$ cat config.mk
export PLATFORM = sky130hd
export DESIGN_NAME = cpu_trace_buffer
export DESIGN_NICKNAME = d
export VERILOG_FILES = /design/src/rtl/cpu_trace_buffer.sv
export SDC_FILE = /design/constraint.sdc
export NUM_CORES = 1
export LEC_CHECK = 0
export BUFFER_PORTS_ARGS = -buffer_cell sky130_fd_sc_hd__buf_2
export CAP_MARGIN = 30
export CELL_PAD_IN_SITES_DETAIL_PLACEMENT = 0
export CELL_PAD_IN_SITES_GLOBAL_PLACEMENT = 2
export CORE_ASPECT_RATIO = 2
export CORE_MARGIN = 10
export CORE_UTILIZATION = 44
export DETAILED_ROUTE_END_ITERATION = 8
export PLACE_DENSITY = 0.71
export SYNTH_ARGS = -nofsm -noshare
export SYNTH_HDL_FRONTEND = slang
export SYNTH_SLANG_ARGS = --single-unit
$ cat constraint.sdc
create_clock -name CLK -period 6.7 [get_ports CLK]
set_input_delay 0 -clock CLK [delete_from_list [all_inputs] [get_ports CLK]]
set_output_delay 0 -clock CLK [all_outputs]
set_load 0.02 [all_outputs]
$ cat src/rtl/cpu_trace_buffer.sv
`default_nettype none
// ============================================================================
// cpu_trace_buffer : per-cycle CPU execution-record FIFO with halt and overflow tracking
// rev 1.0
// ============================================================================
module cpu_trace_buffer #(
  parameter int DEPTH       = 16,
  parameter logic [5:0] HALT_OPCODE = 6'b111111
) (
  input  logic                       CLK,
  input  logic                       Reset,
  input  logic                       cap_en,
  input  logic [31:0]                curPC,
  input  logic [5:0]                 Opcode,
  input  logic [31:0]                Result,
  output logic                       out_valid,
  input  logic                       out_ready,
  output logic [31:0]                out_pc,
  output logic [5:0]                 out_opcode,
  output logic [31:0]                out_result,
  output logic [$clog2(DEPTH):0]     count,
  output logic                       overflow,
  output logic [15:0]                drop_cnt,
  output logic                       halted
);

  localparam int PW = $clog2(DEPTH);
  localparam int CW = PW + 1;
  localparam logic [CW-1:0] C_FULL = CW'(DEPTH);

  typedef enum logic [1:0] {
    IDLE    = 2'd0,
    CAPTURE = 2'd1,
    HALTED  = 2'd2
  } state_t;

  typedef struct packed {
    logic [31:0] pc;
    logic [5:0]  op;
    logic [31:0] res;
  } rec_t;

  state_t r_state, w_state_nxt;

  rec_t          r_mem [DEPTH];
  logic [PW-1:0] r_wr_ptr, r_rd_ptr;
  logic [CW-1:0] r_count;
  logic          r_overflow;
  logic [15:0]   r_drop_cnt;

  logic w_wr_attempt, w_pop, w_full, w_do_write, w_drop;

  assign w_wr_attempt = cap_en && (r_state != HALTED);
  assign w_pop        = (r_count != '0) && out_ready;
  assign w_full       = (r_count == C_FULL);
  // A pop on the same edge frees the slot, so a full FIFO still accepts the write.
  assign w_do_write   = w_wr_attempt && (!w_full || w_pop);
  assign w_drop       = w_wr_attempt && w_full && !w_pop;

  always_ff @(posedge CLK or posedge Reset) begin
    if (Reset) r_state <= IDLE;
    else       r_state <= w_state_nxt;
  end

  always_comb begin
    w_state_nxt = r_state;
    case (r_state)
      IDLE:    if (cap_en) w_state_nxt = CAPTURE;
      CAPTURE: if (!cap_en) w_state_nxt = IDLE;
      HALTED:  w_state_nxt = HALTED;
      default: w_state_nxt = IDLE;
    endcase
    if (w_wr_attempt && (Opcode == HALT_OPCODE)) w_state_nxt = HALTED;
  end

  // Storage is intentionally left out of reset; occupancy alone decides validity.
  always_ff @(posedge CLK) begin
    if (w_do_write) r_mem[r_wr_ptr] <= '{pc: curPC, op: Opcode, res: Result};
  end

  always_ff @(posedge CLK or posedge Reset) begin
    if (Reset) begin
      r_wr_ptr   <= '0;
      r_rd_ptr   <= '0;
      r_count    <= '0;
      r_overflow <= 1'b0;
      r_drop_cnt <= '0;
    end else begin
      if (w_do_write) r_wr_ptr <= r_wr_ptr + PW'(1);
      if (w_pop)      r_rd_ptr <= r_rd_ptr + PW'(1);
      case ({w_do_write, w_pop})
        2'b10:   r_count <= r_count + CW'(1);
        2'b01:   r_count <= r_count - CW'(1);
        default: r_count <= r_count;
      endcase
      if (w_drop) begin
        r_overflow <= 1'b1;
        if (r_drop_cnt != 16'hFFFF) r_drop_cnt <= r_drop_cnt + 16'd1;
      end
    end
  end

  assign out_valid  = (r_count != '0);
  assign out_pc     = out_valid ? r_mem[r_rd_ptr].pc  : 32'd0;
  assign out_opcode = out_valid ? r_mem[r_rd_ptr].op  : 6'd0;
  assign out_result = out_valid ? r_mem[r_rd_ptr].res : 32'd0;
  assign count      = r_count;
  assign overflow   = r_overflow;
  assign drop_cnt   = r_drop_cnt;
  assign halted     = (r_state == HALTED);

endmodule
`default_nettype wire

After elaboration in Yosys (flattened, before gate mapping):

Memories as Yosys holds them, arrays and structs flattened.
Cells that the tools add are included.

* reductions and logical operators: 14
* equal/unequal tests: 10
* muxes and demuxes: 10
* add/subtract/negate cells: 5

Operators with widths (number)
* $mux 32: 2
* $add 16x1->16 const B: 1
* $ne 16x16->1 const B: 1
* $pmux 5 s2: 1
* $add 4x1->4 const B: 2
* $eq 6x6->1 const B: 1
* $logic_and 1x1->1: 6
* $mux 2: 3
* $mux 6: 1
* $ne 3x3->1 const B: 2
* $pmux 2 s3: 1
* $add 5x1->5 const B: 1
* $eq 5x5->1 const B: 1
* $reduce_bool 5->1: 1
* $sub 5x1->5 const B: 1
* $eq 2x1->1 const B: 2
* $eq 2x2->1 const B: 2
* $reduce_and 2->1: 2
* $logic_not 1->1: 2
* $logic_not 2->1: 1
* $mux 1: 2
* $ne 2x2->1 const B: 1
* $reduce_bool 2->1: 1
* $logic_or 1x1->1: 1

* flip-flop bits (word level): 32
* output and inout port bits: 94
* memory bits (writable): 1120
* logic and storage cells: 46
* memories: 1

Memory list
* r_mem: depth 16, bits a word 70, read ports 1, clocked after Yosys merged registers in 0, wr ports 1, line 45 `rec_t r_mem [DEPTH];`

Depth between registers and ports, before layout:

* word-level depth: 6
* depth in mapped cells: 14
* mapped depth without buffers: 11

Worst setup path after synthesis:

No wires, ideal clock.

* kind: register -> register
* from: reg r_count[2], in the netlist count[2]
* to: mem r_mem[3][0] in the netlist's numbering, enable pin
* cell stages (with the launch flop): 7
* arrival: 6.239 ns
* slack: -0.123 ns
* cell sequence: dfrtp_1 buf_2 or4_4 nor2_1 nor3b_2 nand2_1 nor3_1

* word-level cells in the longest chain between the ends: 6
* elaborated cells between the ends (all ways): 8
* those cells by class: eq/ne (1); mux (2); reduce/logical (5)

RTL lines
* start, declared: line 47 `logic [CW-1:0] r_count;`
* start signal, assigned: line 92 `2'b10: r_count <= r_count + CW'(1);`
* start signal, assigned: line 93 `2'b01: r_count <= r_count - CW'(1);`
* start signal, assigned: line 94 `default: r_count <= r_count;`
* $eq 5x5->1 / $reduce_bool 5->1 (equally long branches): line 55, 54
* $logic_not 1->1 / $logic_and 1x1->1 (equally long branches): line 57, 54
* $logic_or 1x1->1 (*): line 57 `assign w_do_write = w_wr_attempt && (!w_full || w_pop);`
* $logic_and 1x1->1 (*): line 57
* $mux 1 (*): line 78 `if (w_do_write) r_mem[r_wr_ptr] <= '{pc: curPC, op: Opcode, res: Result};`
* $mux 1 (not written as such) (*): line 78
* end, declared: line 45

Mark *: on every way between the ends. The rest lies on a longest branch, timed or not.

Worst setup path after layout:

* from: reg r_rd_ptr[1]
* to: out out_result[29]

* word-level cells in the longest chain between the ends: 2

RTL lines
* start, declared: line 46 `logic [PW-1:0] r_wr_ptr, r_rd_ptr;`
* start signal, assigned: line 90 `if (w_pop) r_rd_ptr <= r_rd_ptr + PW'(1);`
* $mem_v2 16x70
* $mux 32: line 106 `assign out_result = out_valid ? r_mem[r_rd_ptr].res : 32'd0;`
* end, declared: line 20 `output logic [31:0] out_result,`

No other way between the ends.

==> flow_summary_export.csv <==
group,metric,value,unit
route,drtIter0Drc,1609,
cts,clkSlewWorstSetupHoldPaths,0.06,ns
die,io_pins,168,
global_route,track_usage,18.8,%
critical_path,cp-end-kind,"output pin",
synth,yosys.area.top_type,"edfxtp_1",
critical_path,slowest_stage,"dfrtp_4",
synth,yosysTopAreaCellShare,75.0,%
die,start_util,44.3,%
route,vias,21700,
critical_path,cp.depth,6,
route,drcViolationCount,0,
critical_path,path_buf_inv,2,
synth,async_reset_ff_share,2.78,%
die,coreArea,101000,um^2
synth,ys_types,48,
sta,tightest_slew,1.11,ns
sta,fin_skew,0.0387,ns
route,drt_pass1_iterations,5,
sta,finalSetupViolCount,0,
placed_design,dp_slack,2.82,ns
die,num_rows,165,
cells_and_area,nNetsFinal,2438,
pwr,worst_ir_drop_vdd,423,uV
cts,clkSinkCount,1152,
cells_and_area,regArea,34400,um^2
synth,syn_area,44800,um^2
cells_and_area,multi_input_area,10000,um^2
synth,synth_nets,2161,
critical_path,max_stage_delay,0.94,ns
sta,setup_slack,2.73,ns
cts,numCtsBuffers,98,
global_route,first_global_vias,23400,
critical_path,cpMostUsedCell,"a211oi_1",
route,wl_per_cell,28.7,um
synth,synth_area_leaders,"edfxtp_1 75%, mux4_2 12%, mux2i_1 3.1%, mux2_2 2.1%, dfrtp_1 1.8%",
cts,clockRootBuffer,"clkbuf_16",
synth,ys_seq_area_share,76.8,%
cells_and_area,syn_to_final_growth,15.9,%
cts,cts_resized,0,
die,dieWidth,246,um
critical_path,startpoint_type,"register",
cells_and_area,num-fill-cells,8096,
global_route,grt.overflow.total,0,
sta,fin_crit,3.97,ns
global_route,grt_antenna_before_repair,10,
cells_and_area,drive_gt1_share,30.1,%
synth,ys_ff_latch,1152,
cts,worstSkewPairLatency,0.71,ns
route,vias_per_cell,5.73,
hold_path,hold_path_depth,3,
global_route,grt_pass1_wl,160000,um
sta,rsz0062_at_grt,"false",
route,drtAntennaViolNets,0,
synth,yosysWarnings,0,
placed_design,port_buffers,167,
critical_path,worst_ep_arrival_time,3.97,ns
placed_design,dp_hpwl,60500,um
placed_design,placed_cells,3516,
critical_path,crit_family,"flip-flops",
critical_path,cp_data_required_time,6.70,ns
sta,max_freq,252,MHz
synth,netlist_instances,2077,
critical_path,worstPathMaxFanout,146,
hold_path,hold_class,"input pin to register",
run_status,status,"finished clean",
die,die_area,116000,um^2
pwr,power_density,427,nW/um^2
critical_path,critical_path_class,"register to output pin",
cts,ctsHtreeMaxLevel,3,
sta,slew_headroom,25.8,%
sta,slew_viol_final,0,
synth,ys.flop_type,"edfxtp_1",
critical_path,worstRegToRegCells,11,
cts,cts.path.max_buffers,3,
critical_path,path_cells,"buf_12 > mux4_2 > nor2b_1 > a211oi_1 > a211oi_1 > buf_2",
synth,synth_edf_count,1120,
cts,cts_tree,"yes",
synth,syn_avg_cell_area,21.6,um^2
cells_and_area,finalNonFillerCells,3780,
flow_run,maxCapViolCount,0,
sta,finalHoldViolCount,0,
route,finalWirelength,108000,um
die,die-height,471,um
sta,post-route-period-util,59.3,%
sta,fin_setup_tns,0,ns
placed_design,gp_congestion,0.767,
global_route,grt_max_degree,147,
pwr,leakage,16.9,nW
## cells in the final DEF, fill, tap and decap left out, types with 3 or more instances in the layout
cell type and count:
buf_16 9, dlygate4sd3_1 74, o22ai_1 69, dfrtp_1 28
mux2_2 85, clkinvlp_4 10, and4_1 3, nor2_1 10
bufinv_16 17, mux2i_1 138, dfrtp_4 3, buf_2 167
ha_1 10, inv_6 4, clkinv_1 15, buf_4 26
buf_12 16, diode_2 5, a21oi_1 43, nand2b_1 5
o21ai_0 46, a211oi_1 45, nand4_1 7, nor2b_1 3
clkinv_2 21, xor2_1 14, clkbuf_1 13, clkbuf_16 99
nand2_1 21, nor2_4 12, nor3_4 4, mux4_2 239
edfxtp_1 1120, xnor2_1 11, inv_1 7, nand3_1 5
## kinds of logic (layout without fill, tap and decap cells)
family | Yosys count | in the layout | synth area share (%)
flops | 1152 | 1152 | 76.8
mux | 462 | 462 | 17.2
compound gates | 211 | 211 | 2.85
buf+inv | 127 | 489 | 1.22
simple gates | 89 | 89 | 1.09
xor+xnor | 26 | 26 | 0.525
fa+ha+maj | 10 | 10 | 0.279
other cells | 0 | 5 | 0
## path summary, 6_finish.rpt
| kind | startpoint | end | slack, ns |
|---|---|---|---|
| max | r_rd_ptr[1] | out_result[29] | 2.73 |
| min | cap_en | r_state[1] | 0.16 |
| max reg2reg | count[1] | count[4] | 2.79 |
| min reg2reg | r_state[1] | r_state[0] | 0.43 |
| max in group asynchronous | Reset | r_rd_ptr[1] | 5.77 |
| min in group asynchronous | Reset | r_wr_ptr[2] | 0.52 |
## power breakdown
group | total [mW] | switching (mW) | internal (mW)
sequential | 9.02 | 0.371 | 8.65
combinational | 7.14 | 4.25 | 2.89
clock | 6.05 | 2.65 | 3.40
total | 22.2 | 7.28 | 14.9
## per-stage QoR
step	util (%)	area, um^2	total power [mW]	hold WS, ns
floorplan	-	44800	13.8	0.0989
global placement	46.9	47400	16.3	0.152
detailed placement	47.2	47800	16.5	0.162
CTS	51.4	52000	22.5	0.112
global route	51.4	52000	23.2	0.158
finish	51.4	52000	22.2	0.163
## timing repair
| item | in CTS | in global routing |
|---|---|---|
| hold buffers | 74 | 0 |
| buffers inserted | 0 | 0 |
| hold endpoints to repair | 1173 | 0 |
## sequential cells by signal, summed over array words and instances (netlist names)
register,count
r_mem,1120
drop_cnt,16
count,5
r_rd_ptr,4
r_wr_ptr,4
r_state,2
overflow,1
## final cells by class
class / instances / share of cell area (%)
Inverter: 9 / 0.0674
Timing Repair Buffer: 295 / 4.58
Sequential cell: 1152 / 66.3
Clock inverter: 73 / 1.72
Tap cell: 1336 / 3.22
Clock buffer: 112 / 4.86
Multi-Input combinational cell: 798 / 19.2
Antenna cell: 5 / 0.0241
## cells in the mapped netlist, types with 2 or more instances
cell type	count
a211oi_1	45
a21o_1	2
a21oi_1	43
and2_1	2
and4_1	3
buf_1	7
buf_2	53
clkbuf_1	57
dfrtp_1	32
edfxtp_1	1120
ha_1	10
inv_1	7
mux2_2	85
mux2i_1	138
mux4_2	239
nand2_1	22
nand2b_1	6
nand3_1	5
nand4_1	7
nor2_1	22
nor2b_1	4
nor3_1	6
o21ai_0	46
o22ai_1	69
xnor2_1	11
xor2_1	14
## layer usage
metal / vias up / routed length, um / GRT usage (%)
li1: 9259 / - / -
met1: 11600 / 42500 / 23.2
met2: 562 / 57500 / 33.0
met3: 172 / 5350 / 3.39
met4: 10 / 2940 / 5.94
met5: - / 65 / 0
## worst register-to-register path: cells and delay by family, from the launching register on
kind | cells | cell delay [ns]
adders and majority gates | 2 | 0.61
DFF | 1 | 0.48
and+or+nand+nor | 3 | 1.55
buffers and inverters | 1 | 0.22
xor gates and xnor gates | 2 | 0.38
AOI/OAI and AO/OA | 3 | 0.55
Note: power is estimated with default switching activity, not from simulation.
